`src/rtl/phys_pkg.sv`:
```
// Shared types and constants for the player motion engine.
package phys_pkg;

    typedef enum logic [3:0] {
        S_IDLE, S_VEL,
        S_XP1, S_XP2, S_XCHK,
        S_YP1, S_YP2, S_YCHK,
        S_GP1, S_GP2, S_GCHK,
        S_DONE
    } phys_state_t;

    typedef logic [2:0] tile_code_t;

    localparam tile_code_t SOLID = 3'b111;

    typedef enum logic [1:0] {
        DIR_RIGHT, DIR_LEFT, DIR_DOWN, DIR_UP
    } probe_dir_t;

endpackage

```
`src/rtl/tile_probe.sv`:
```
// Maps a probe pixel to its tile address and flags pixels outside the map,
// which the caller treats as solid regardless of tile memory.
module tile_probe #(
    parameter int TILE_LOG2 = 5,
    parameter int MAP_W     = 20,
    parameter int MAP_H     = 15
) (
    input  logic [9:0] i_px,
    input  logic [9:0] i_py,
    output logic [3:0] o_row,
    output logic [4:0] o_col,
    output logic       o_oob
);

    // One extra bit so a map that spans the whole 10-bit space never flags.
    localparam logic [10:0] LIM_X = 11'(MAP_W << TILE_LOG2);
    localparam logic [10:0] LIM_Y = 11'(MAP_H << TILE_LOG2);

    assign o_row = 4'(i_py >> TILE_LOG2);
    assign o_col = 5'(i_px >> TILE_LOG2);
    assign o_oob = ({1'b0, i_px} >= LIM_X) | ({1'b0, i_py} >= LIM_Y);

endmodule

```
`src/rtl/player_physics.sv`:
```
// Per-frame player motion: velocity update, pixel-stepped X/Y collision
// against the tile map, ground check, then atomic publish of the results.
//
// state | meaning
// IDLE  | waiting for frame_tick
// VEL   | derive vx, update vy, load step counters
// XP1   | present leading-column corner A address
// XP2   | capture A, present corner B address
// XCHK  | evaluate B, step x or abort
// YP1/YP2/YCHK | same scheme for the leading row
// GP1/GP2/GCHK | probe row below the hitbox for on_ground
// DONE  | publish working state, pulse done
module player_physics #(
    parameter int TILE_LOG2 = 5,
    parameter int MAP_W     = 20,
    parameter int MAP_H     = 15,
    parameter int SIZE_X    = 16,
    parameter int SIZE_Y    = 24,
    parameter int X_SPEED   = 2,
    parameter int GRAVITY   = 1,
    parameter int V_TERM    = 10,
    parameter int JUMP_V    = 10,
    parameter int SPAWN_X   = 308,
    parameter int SPAWN_Y   = 40
) (
    input  logic       Clk,
    input  logic       Reset,
    input  logic       frame_tick,
    input  logic       move_left,
    input  logic       move_right,
    input  logic       jump_req,
    output logic [3:0] tile_row,
    output logic [4:0] tile_col,
    input  logic [2:0] tile_data,
    output logic [9:0] pos_x,
    output logic [9:0] pos_y,
    output logic [9:0] vel_y,
    output logic       on_ground,
    output logic       busy,
    output logic       done,
    output logic       overrun
);
    import phys_pkg::*;

    localparam logic [9:0] C_SX    = 10'(SIZE_X);
    localparam logic [9:0] C_SY    = 10'(SIZE_Y);
    localparam logic [9:0] C_XSPD  = 10'(X_SPEED);
    localparam logic [9:0] C_GRAV  = 10'(GRAVITY);
    localparam logic [9:0] C_VTERM = 10'(V_TERM);
    localparam logic [9:0] C_JUMP  = 10'(JUMP_V);

    phys_state_t r_state, w_next;

    logic [9:0]        r_x, r_y;
    logic signed [9:0] r_vy;
    logic [9:0]        r_xsteps, r_ysteps;
    logic              r_xneg, r_gnd;
    logic              r_oob_a, r_solid_a;

    logic [9:0]        r_pos_x, r_pos_y;
    logic signed [9:0] r_vel_y;
    logic              r_on_ground, r_done, r_overrun;

    logic              w_go_left, w_go_right;
    logic signed [9:0] w_vy_fall, w_vy_vel;
    logic [9:0]        w_vy_mag, w_xsteps_vel;

    probe_dir_t        w_dir;
    logic              w_corner_b, w_probing;
    logic [9:0]        w_px, w_py;
    logic [3:0]        w_row;
    logic [4:0]        w_col;
    logic              w_oob, w_hit;

    assign w_go_right = move_right & ~move_left;
    assign w_go_left  = move_left & ~move_right;

    always_comb begin
        w_vy_fall = r_vy + $signed(C_GRAV);
        if (w_vy_fall > $signed(C_VTERM))
            w_vy_fall = $signed(C_VTERM);
        if (r_on_ground)
            w_vy_vel = jump_req ? -$signed(C_JUMP) : 10'sd0;
        else
            w_vy_vel = w_vy_fall;
        w_vy_mag     = w_vy_vel[9] ? $unsigned(-w_vy_vel) : $unsigned(w_vy_vel);
        w_xsteps_vel = (w_go_right | w_go_left) ? C_XSPD : 10'd0;
    end

    // Corner A is the first probe of a step, corner B the second; B stays
    // selected through CHK so its out-of-map flag is still valid there.
    always_comb begin
        w_dir      = DIR_DOWN;
        w_corner_b = 1'b0;
        w_probing  = 1'b0;
        case (r_state)
            S_XP1:         begin w_dir = r_xneg ? DIR_LEFT : DIR_RIGHT; w_probing = 1'b1; end
            S_XP2:         begin w_dir = r_xneg ? DIR_LEFT : DIR_RIGHT; w_corner_b = 1'b1; w_probing = 1'b1; end
            S_XCHK:        begin w_dir = r_xneg ? DIR_LEFT : DIR_RIGHT; w_corner_b = 1'b1; end
            S_YP1:         begin w_dir = r_vy[9] ? DIR_UP : DIR_DOWN; w_probing = 1'b1; end
            S_YP2:         begin w_dir = r_vy[9] ? DIR_UP : DIR_DOWN; w_corner_b = 1'b1; w_probing = 1'b1; end
            S_YCHK:        begin w_dir = r_vy[9] ? DIR_UP : DIR_DOWN; w_corner_b = 1'b1; end
            S_GP1:         w_probing = 1'b1;
            S_GP2:         begin w_corner_b = 1'b1; w_probing = 1'b1; end
            S_GCHK:        w_corner_b = 1'b1;
            default:       ;
        endcase

        w_px = r_x;
        w_py = r_y;
        case (w_dir)
            DIR_RIGHT: begin w_px = r_x + C_SX;  w_py = w_corner_b ? r_y + C_SY - 10'd1 : r_y; end
            DIR_LEFT:  begin w_px = r_x - 10'd1; w_py = w_corner_b ? r_y + C_SY - 10'd1 : r_y; end
            DIR_DOWN:  begin w_py = r_y + C_SY;  w_px = w_corner_b ? r_x + C_SX - 10'd1 : r_x; end
            DIR_UP:    begin w_py = r_y - 10'd1; w_px = w_corner_b ? r_x + C_SX - 10'd1 : r_x; end
            default:   ;
        endcase
    end

    tile_probe #(
        .TILE_LOG2 (TILE_LOG2),
        .MAP_W     (MAP_W),
        .MAP_H     (MAP_H)
    ) u_probe (
        .i_px  (w_px),
        .i_py  (w_py),
        .o_row (w_row),
        .o_col (w_col),
        .o_oob (w_oob)
    );

    assign tile_row = w_probing ? w_row : 4'd0;
    assign tile_col = w_probing ? w_col : 5'd0;
    assign w_hit    = r_solid_a | w_oob | (tile_data == SOLID);

    always_ff @(posedge Clk or posedge Reset) begin
        if (Reset) r_state <= S_IDLE;
        else       r_state <= w_next;
    end

    always_comb begin
        w_next = r_state;
        case (r_state)
            S_IDLE: if (frame_tick) w_next = S_VEL;
            S_VEL: begin
                if (w_xsteps_vel != 10'd0)  w_next = S_XP1;
                else if (w_vy_mag != 10'd0) w_next = S_YP1;
                else                        w_next = S_GP1;
            end
            S_XP1:  w_next = S_XP2;
            S_XP2:  w_next = S_XCHK;
            S_XCHK: begin
                if (!w_hit && r_xsteps != 10'd1) w_next = S_XP1;
                else if (r_ysteps != 10'd0)      w_next = S_YP1;
                else                             w_next = S_GP1;
            end
            S_YP1:  w_next = S_YP2;
            S_YP2:  w_next = S_YCHK;
            S_YCHK: w_next = (!w_hit && r_ysteps != 10'd1) ? S_YP1 : S_GP1;
            S_GP1:  w_next = S_GP2;
            S_GP2:  w_next = S_GCHK;
            S_GCHK: w_next = S_DONE;
            S_DONE: w_next = S_IDLE;
            default: w_next = S_IDLE;
        endcase
    end

    always_ff @(posedge Clk or posedge Reset) begin
        if (Reset) begin
            r_x         <= 10'(SPAWN_X);
            r_y         <= 10'(SPAWN_Y);
            r_vy        <= '0;
            r_xsteps    <= '0;
            r_ysteps    <= '0;
            r_xneg      <= 1'b0;
            r_gnd       <= 1'b0;
            r_oob_a     <= 1'b0;
            r_solid_a   <= 1'b0;
            r_pos_x     <= 10'(SPAWN_X);
            r_pos_y     <= 10'(SPAWN_Y);
            r_vel_y     <= '0;
            r_on_ground <= 1'b0;
            r_done      <= 1'b0;
            r_overrun   <= 1'b0;
        end else begin
            r_done <= 1'b0;
            if (frame_tick && r_state != S_IDLE)
                r_overrun <= 1'b1;
            case (r_state)
                S_VEL: begin
                    r_vy     <= w_vy_vel;
                    r_xsteps <= w_xsteps_vel;
                    r_ysteps <= w_vy_mag;
                    r_xneg   <= w_go_left;
                end
                S_XP1, S_YP1, S_GP1: r_oob_a <= w_oob;
                S_XP2, S_YP2, S_GP2: r_solid_a <= r_oob_a | (tile_data == SOLID);
                S_XCHK: if (!w_hit) begin
                    r_x      <= r_xneg ? r_x - 10'd1 : r_x + 10'd1;
                    r_xsteps <= r_xsteps - 10'd1;
                end
                S_YCHK: begin
                    if (w_hit) begin
                        r_vy <= '0;
                    end else begin
                        r_y      <= r_vy[9] ? r_y - 10'd1 : r_y + 10'd1;
                        r_ysteps <= r_ysteps - 10'd1;
                    end
                end
                S_GCHK: r_gnd <= w_hit;
                S_DONE: begin
                    r_pos_x     <= r_x;
                    r_pos_y     <= r_y;
                    r_vel_y     <= r_vy;
                    r_on_ground <= r_gnd;
                    r_done      <= 1'b1;
                end
                default: ;
            endcase
        end
    end

    assign pos_x     = r_pos_x;
    assign pos_y     = r_pos_y;
    assign vel_y     = r_vel_y;
    assign on_ground = r_on_ground;
    assign busy      = (r_state != S_IDLE);
    assign done      = r_done;
    assign overrun   = r_overrun;

endmodule

```
`config.mk`:
```
export PLATFORM = sky130hd
export DESIGN_NAME = player_physics
export DESIGN_NICKNAME = d
export VERILOG_FILES = /design/src/rtl/phys_pkg.sv /design/src/rtl/tile_probe.sv /design/src/rtl/player_physics.sv
export SDC_FILE = /design/constraint.sdc
export NUM_CORES = 1
export LEC_CHECK = 0
export ABC_AREA = 1
export CORE_MARGIN = 2
export CORE_UTILIZATION = 41
export DETAILED_ROUTE_END_ITERATION = 16
export GPL_TIMING_DRIVEN = 0
export PLACE_DENSITY = 0.58
export SKIP_CTS_REPAIR_TIMING = 1
export SYNTH_ARGS = -nofsm -noshare
export SYNTH_HDL_FRONTEND = slang
export SYNTH_SLANG_ARGS = --single-unit
```
`constraint.sdc`:
```
create_clock -name Clk -period 3.2 [get_ports Clk]
set_input_delay 0.32 -clock Clk [delete_from_list [all_inputs] [get_ports Clk]]
set_output_delay 0.32 -clock Clk [all_outputs]
set_load 0.005 [all_outputs]
```
==> results.md <==
* Status: finished, final reports clean
* Clock Skews at 0.008443 ns
* Critical Path RT at about 2.9 ns
* Final Max Slew Viols at 0
* Startpoint Class: flop
* CP Capture Type: primary output
* Max transition margin at between 40% and 50%
* # rows at 45
* Top Usage Layer GRT: met2
* PwrDens at about 1100 nW/um^2
* Gate power share at 62.3%
* Critical path class: flop to primary output
* Root Driver: clkbuf_16
* Die ar. at 16430 um^2
* Starting Density at 41.75%
* Number of CTS-inserted buffers at 9
* Largest family of logic cells by synthesized area: simple AND/OR/NAND/NOR gates
* Routed Antenna Nets at 0
* Antenna fix cells at 0
* WP data arrival at 2.77 ns
* Fmax at 323.2 MHz
* Internal Power at approximately 4.2 mW
* Final setup viols at 0
* Sequential share of power at 24.1%
* Synth Area in Adders at slightly above 4%
* H-Tree Level Count at 3
* Crit path cell chain: clkinvlp_4 > ha_4 > nor2_4 > xor2_2 > or2_0 > nand3_1 > a21oi_2 > inv_1 > nor2_1 > clkdlybuf4s50_1
* Total Wirelength at ~16000 um
* DRT iter0 DRCs at ~400
* Syn Inst Count at ~900
* Initial DRT Pass Iterations at 7
* Ys async rst share at between 90% and 100%
* Post-synthesis mux area share at 0%
* Slowest Stage Delay on Critical Path at 0.56 ns
* Initial antenna violation count at 0
* Pin count of the biggest net entering global routing at just over 60
* Crit Path Max Fanout at 6
* Clock power frac at a little over an eighth
* Met1 usage at between 20% and 30%
* Vias in the first global route at ~5500
* GRT Total Usage at roughly 20%
* Grt total ovfl at 0
* Max_cap viols at 0
* Clk slew on worst S/H paths at 0.07 ns
* P_leak at 3.617 nW
* Sequential Area at approximately 2300 um^2
* Final #Nets at between 1000 and 1500
* Max Root-Sink Buffers at 2
* VDD IR max at 0.0004158 V
* IO Count at 52
* Core area at around 15000 um^2
* Sw Share at between 40% and 50%
* Slowest CP cell: dfstp_2
* Sw power at slightly below 4 mW
* Most frequent cell after synthesis: nand2_1
* Remaining DRCs at 0
* Final Cycle Share at 96.68%
* Simple-gate share of the synthesized area at between 30% and 40%
* R2r startpoint: r_vy[0]
* Multi-input gate area at about 3600 um^2
* CP delay by family, top: buffers and inverters
* Routed length per placed instance at between 10 and 15 um
* Final hold violation count at 0
* Syn Nets at 934
* Layout cells sized above 1 at a little under an eighth
* Reg2Reg Capture Point: r_state[2]
* Flop2flop setup slack at 0.22 ns
* EDFF count, synth at 0
* Synth top area share at 31.26%
* Hold Slack at 0.3123 ns
* Fillers at roughly 1500
* Final worst setup slack at around 0.11 ns
* Die span in x at 128.2 um
* Via density at a little over 5
* Chip Height at roughly 130 um
* Detailed Place HPWL at approximately 12000 um
* Placer Congestion at ~0.84
* Sequential share of the synthesized area at roughly 36%
* Clock sink total at 91
* Pre-CTS WS at between 0.0015 and 0.002 ns
* Crit path buf inv count at 3
* Area leader, netlist: dfrtp_1
* Ranking of synthesized cells by area: dfrtp_1, nand2_1, o21ai_0
* Synthesis-to-finish area growth at 19.75%
* Port Buf Inserts at 51
* Worst skew pair latency at 0.35 ns
* Synthesized area per cell at about 7.0 um^2
* Cells on worst reg2reg path at 21
* Global routing usage on met2 at 32.76%
* Tightest Pin Transition at a little under 0.8 ns
* First-pass GRT wire length at about 27000 um
* Synth Area in Compound Gates at 14.38%
* HP Class: input pin to asynchronous set/reset pin
* Yosys warning count at 0
* Synthesized area at roughly 6300 um^2
* Min Tclk post-route at 3.094 ns
* Xor and xnor area share after synthesis at between 4 and 5%
* Met3 global-route usage at under 10%
* Top FF cell, synth: dfrtp_1
* Netlist cell types at slightly above 40
* CTS tree: yes
* Vias at 5950
* Synth Register Bits at 91
* Synth cell count leaders: nand2_1, inv_1, nor2_1
worst max path at each step:
stage,from,cells past startpoint,to
3_5_place_dp,r_y[3],18,r_xsteps[7]
3_3_place_gp,Reset,2,r_xsteps[7]
5_1_grt,r_y[3],13,tile_row[2]
4_1_cts,r_y[3],11,tile_row[3]
6_report,r_y[3],10,tile_row[2]
2_1_floorplan,Reset,1,done
cells in the final DEF, fill, tap and decap left out, types with 4 or more instances in the layout:
cell,count
o211ai_1,12
nor2_2,8
buf_2,4
nand2_2,13
xor2_1,27
clkbuf_16,9
buf_4,8
nor2_1,80
dfstp_2,12
a21oi_1,28
ha_1,19
clkdlybuf4s50_1,50
nand2_4,5
inv_1,96
o22ai_1,11
nand4_1,23
o21ai_1,8
inv_2,16
o21ai_0,79
buf_6,5
dfrtp_1,78
nor3_1,11
a31oi_1,5
nand3_1,53
nor2_4,6
nand2_1,242
clkbuf_1,16
per-stage QoR:
step                TNS [ns]  cells  util [%]  cell area [um^2]  total power [mW]
global route        -0.01716   1167     50.00              7572             8.920
detailed placement         0   1144     46.87              7099             6.794
finish                     0   1167     50.00              7572             8.078
floorplan                  0    904         -              6324             5.255
CTS                  -0.5865   1160     48.82              7395             7.925
global placement      -84.33   1143     46.67              7069             6.758
cell type report:
| class | count | share of cell area (%) |
|---|---|---|
| Sequential cell | 91 | 30.29 |
| Clock inverter | 5 | 0.8262 |
| Clock buffer | 11 | 3.073 |
| Multi-Input combinational cell | 672 | 47.16 |
| Timing Repair Buffer | 60 | 7.931 |
| Inverter | 117 | 5.915 |
| Tap cell | 188 | 3.106 |
| Buffer | 23 | 1.702 |
power groups by stage:
stage	logic [mW]	clock network [mW]	registers [mW]
after global routing	5.73	1.17	2.01
after CTS	4.85	1.13	1.94
after global placement	4.81	0	1.95
after detailed placement	4.84	0	1.96
final	5.03	1.10	1.95
after floorplan	3.35	0	1.91
logic make-up after synthesis:
group	count (synthesis)
DFF	91
adders and majority gates	21
AOI/OAI and AO/OA	162
xor gates and xnor gates	31
buffers and inverters	141
and+or+nand+nor	458
layer usage:
layer | wire (um) | vias to the layer above
met1 | 8064 | 2771
li1 | - | 3077
met5 | 0 | -
met2 | 7305 | 87
met3 | 429 | 15
met4 | 222 | 0
state kept, by name, summed over array words and instances (netlist names):
signal / count
pos_x: 10
r_xsteps: 10
on_ground: 1
pos_y: 10
r_xneg: 1
r_ysteps: 10
r_y: 10
r_x: 10
overrun: 1
done: 1
r_vy: 10
vel_y: 10
r_solid_a: 1
r_state: 4
r_oob_a: 1
r_gnd: 1
worst reg2reg max path, stage by stage (launching register included):
cell and delay (ns):
dfrtp_2 0.45, ha_1 0.31, or2_2 0.27, nand2_1 0.08, nand2_1 0.06, nand2_1 0.06, nor2_1 0.04, nand2_1 0.10
nand2_4 0.09, nand2_1 0.07, nand2_1 0.06, nand2_1 0.12, inv_2 0.07, ha_2 0.19, nor2_2 0.16, xnor2_2 0.16
and2_1 0.16, nand2_1 0.05, nor2_1 0.14, nand3_1 0.10, nand2_1 0.09, nand2_1 0.06
No activity file was read; power rests on OpenSTA's default activity.
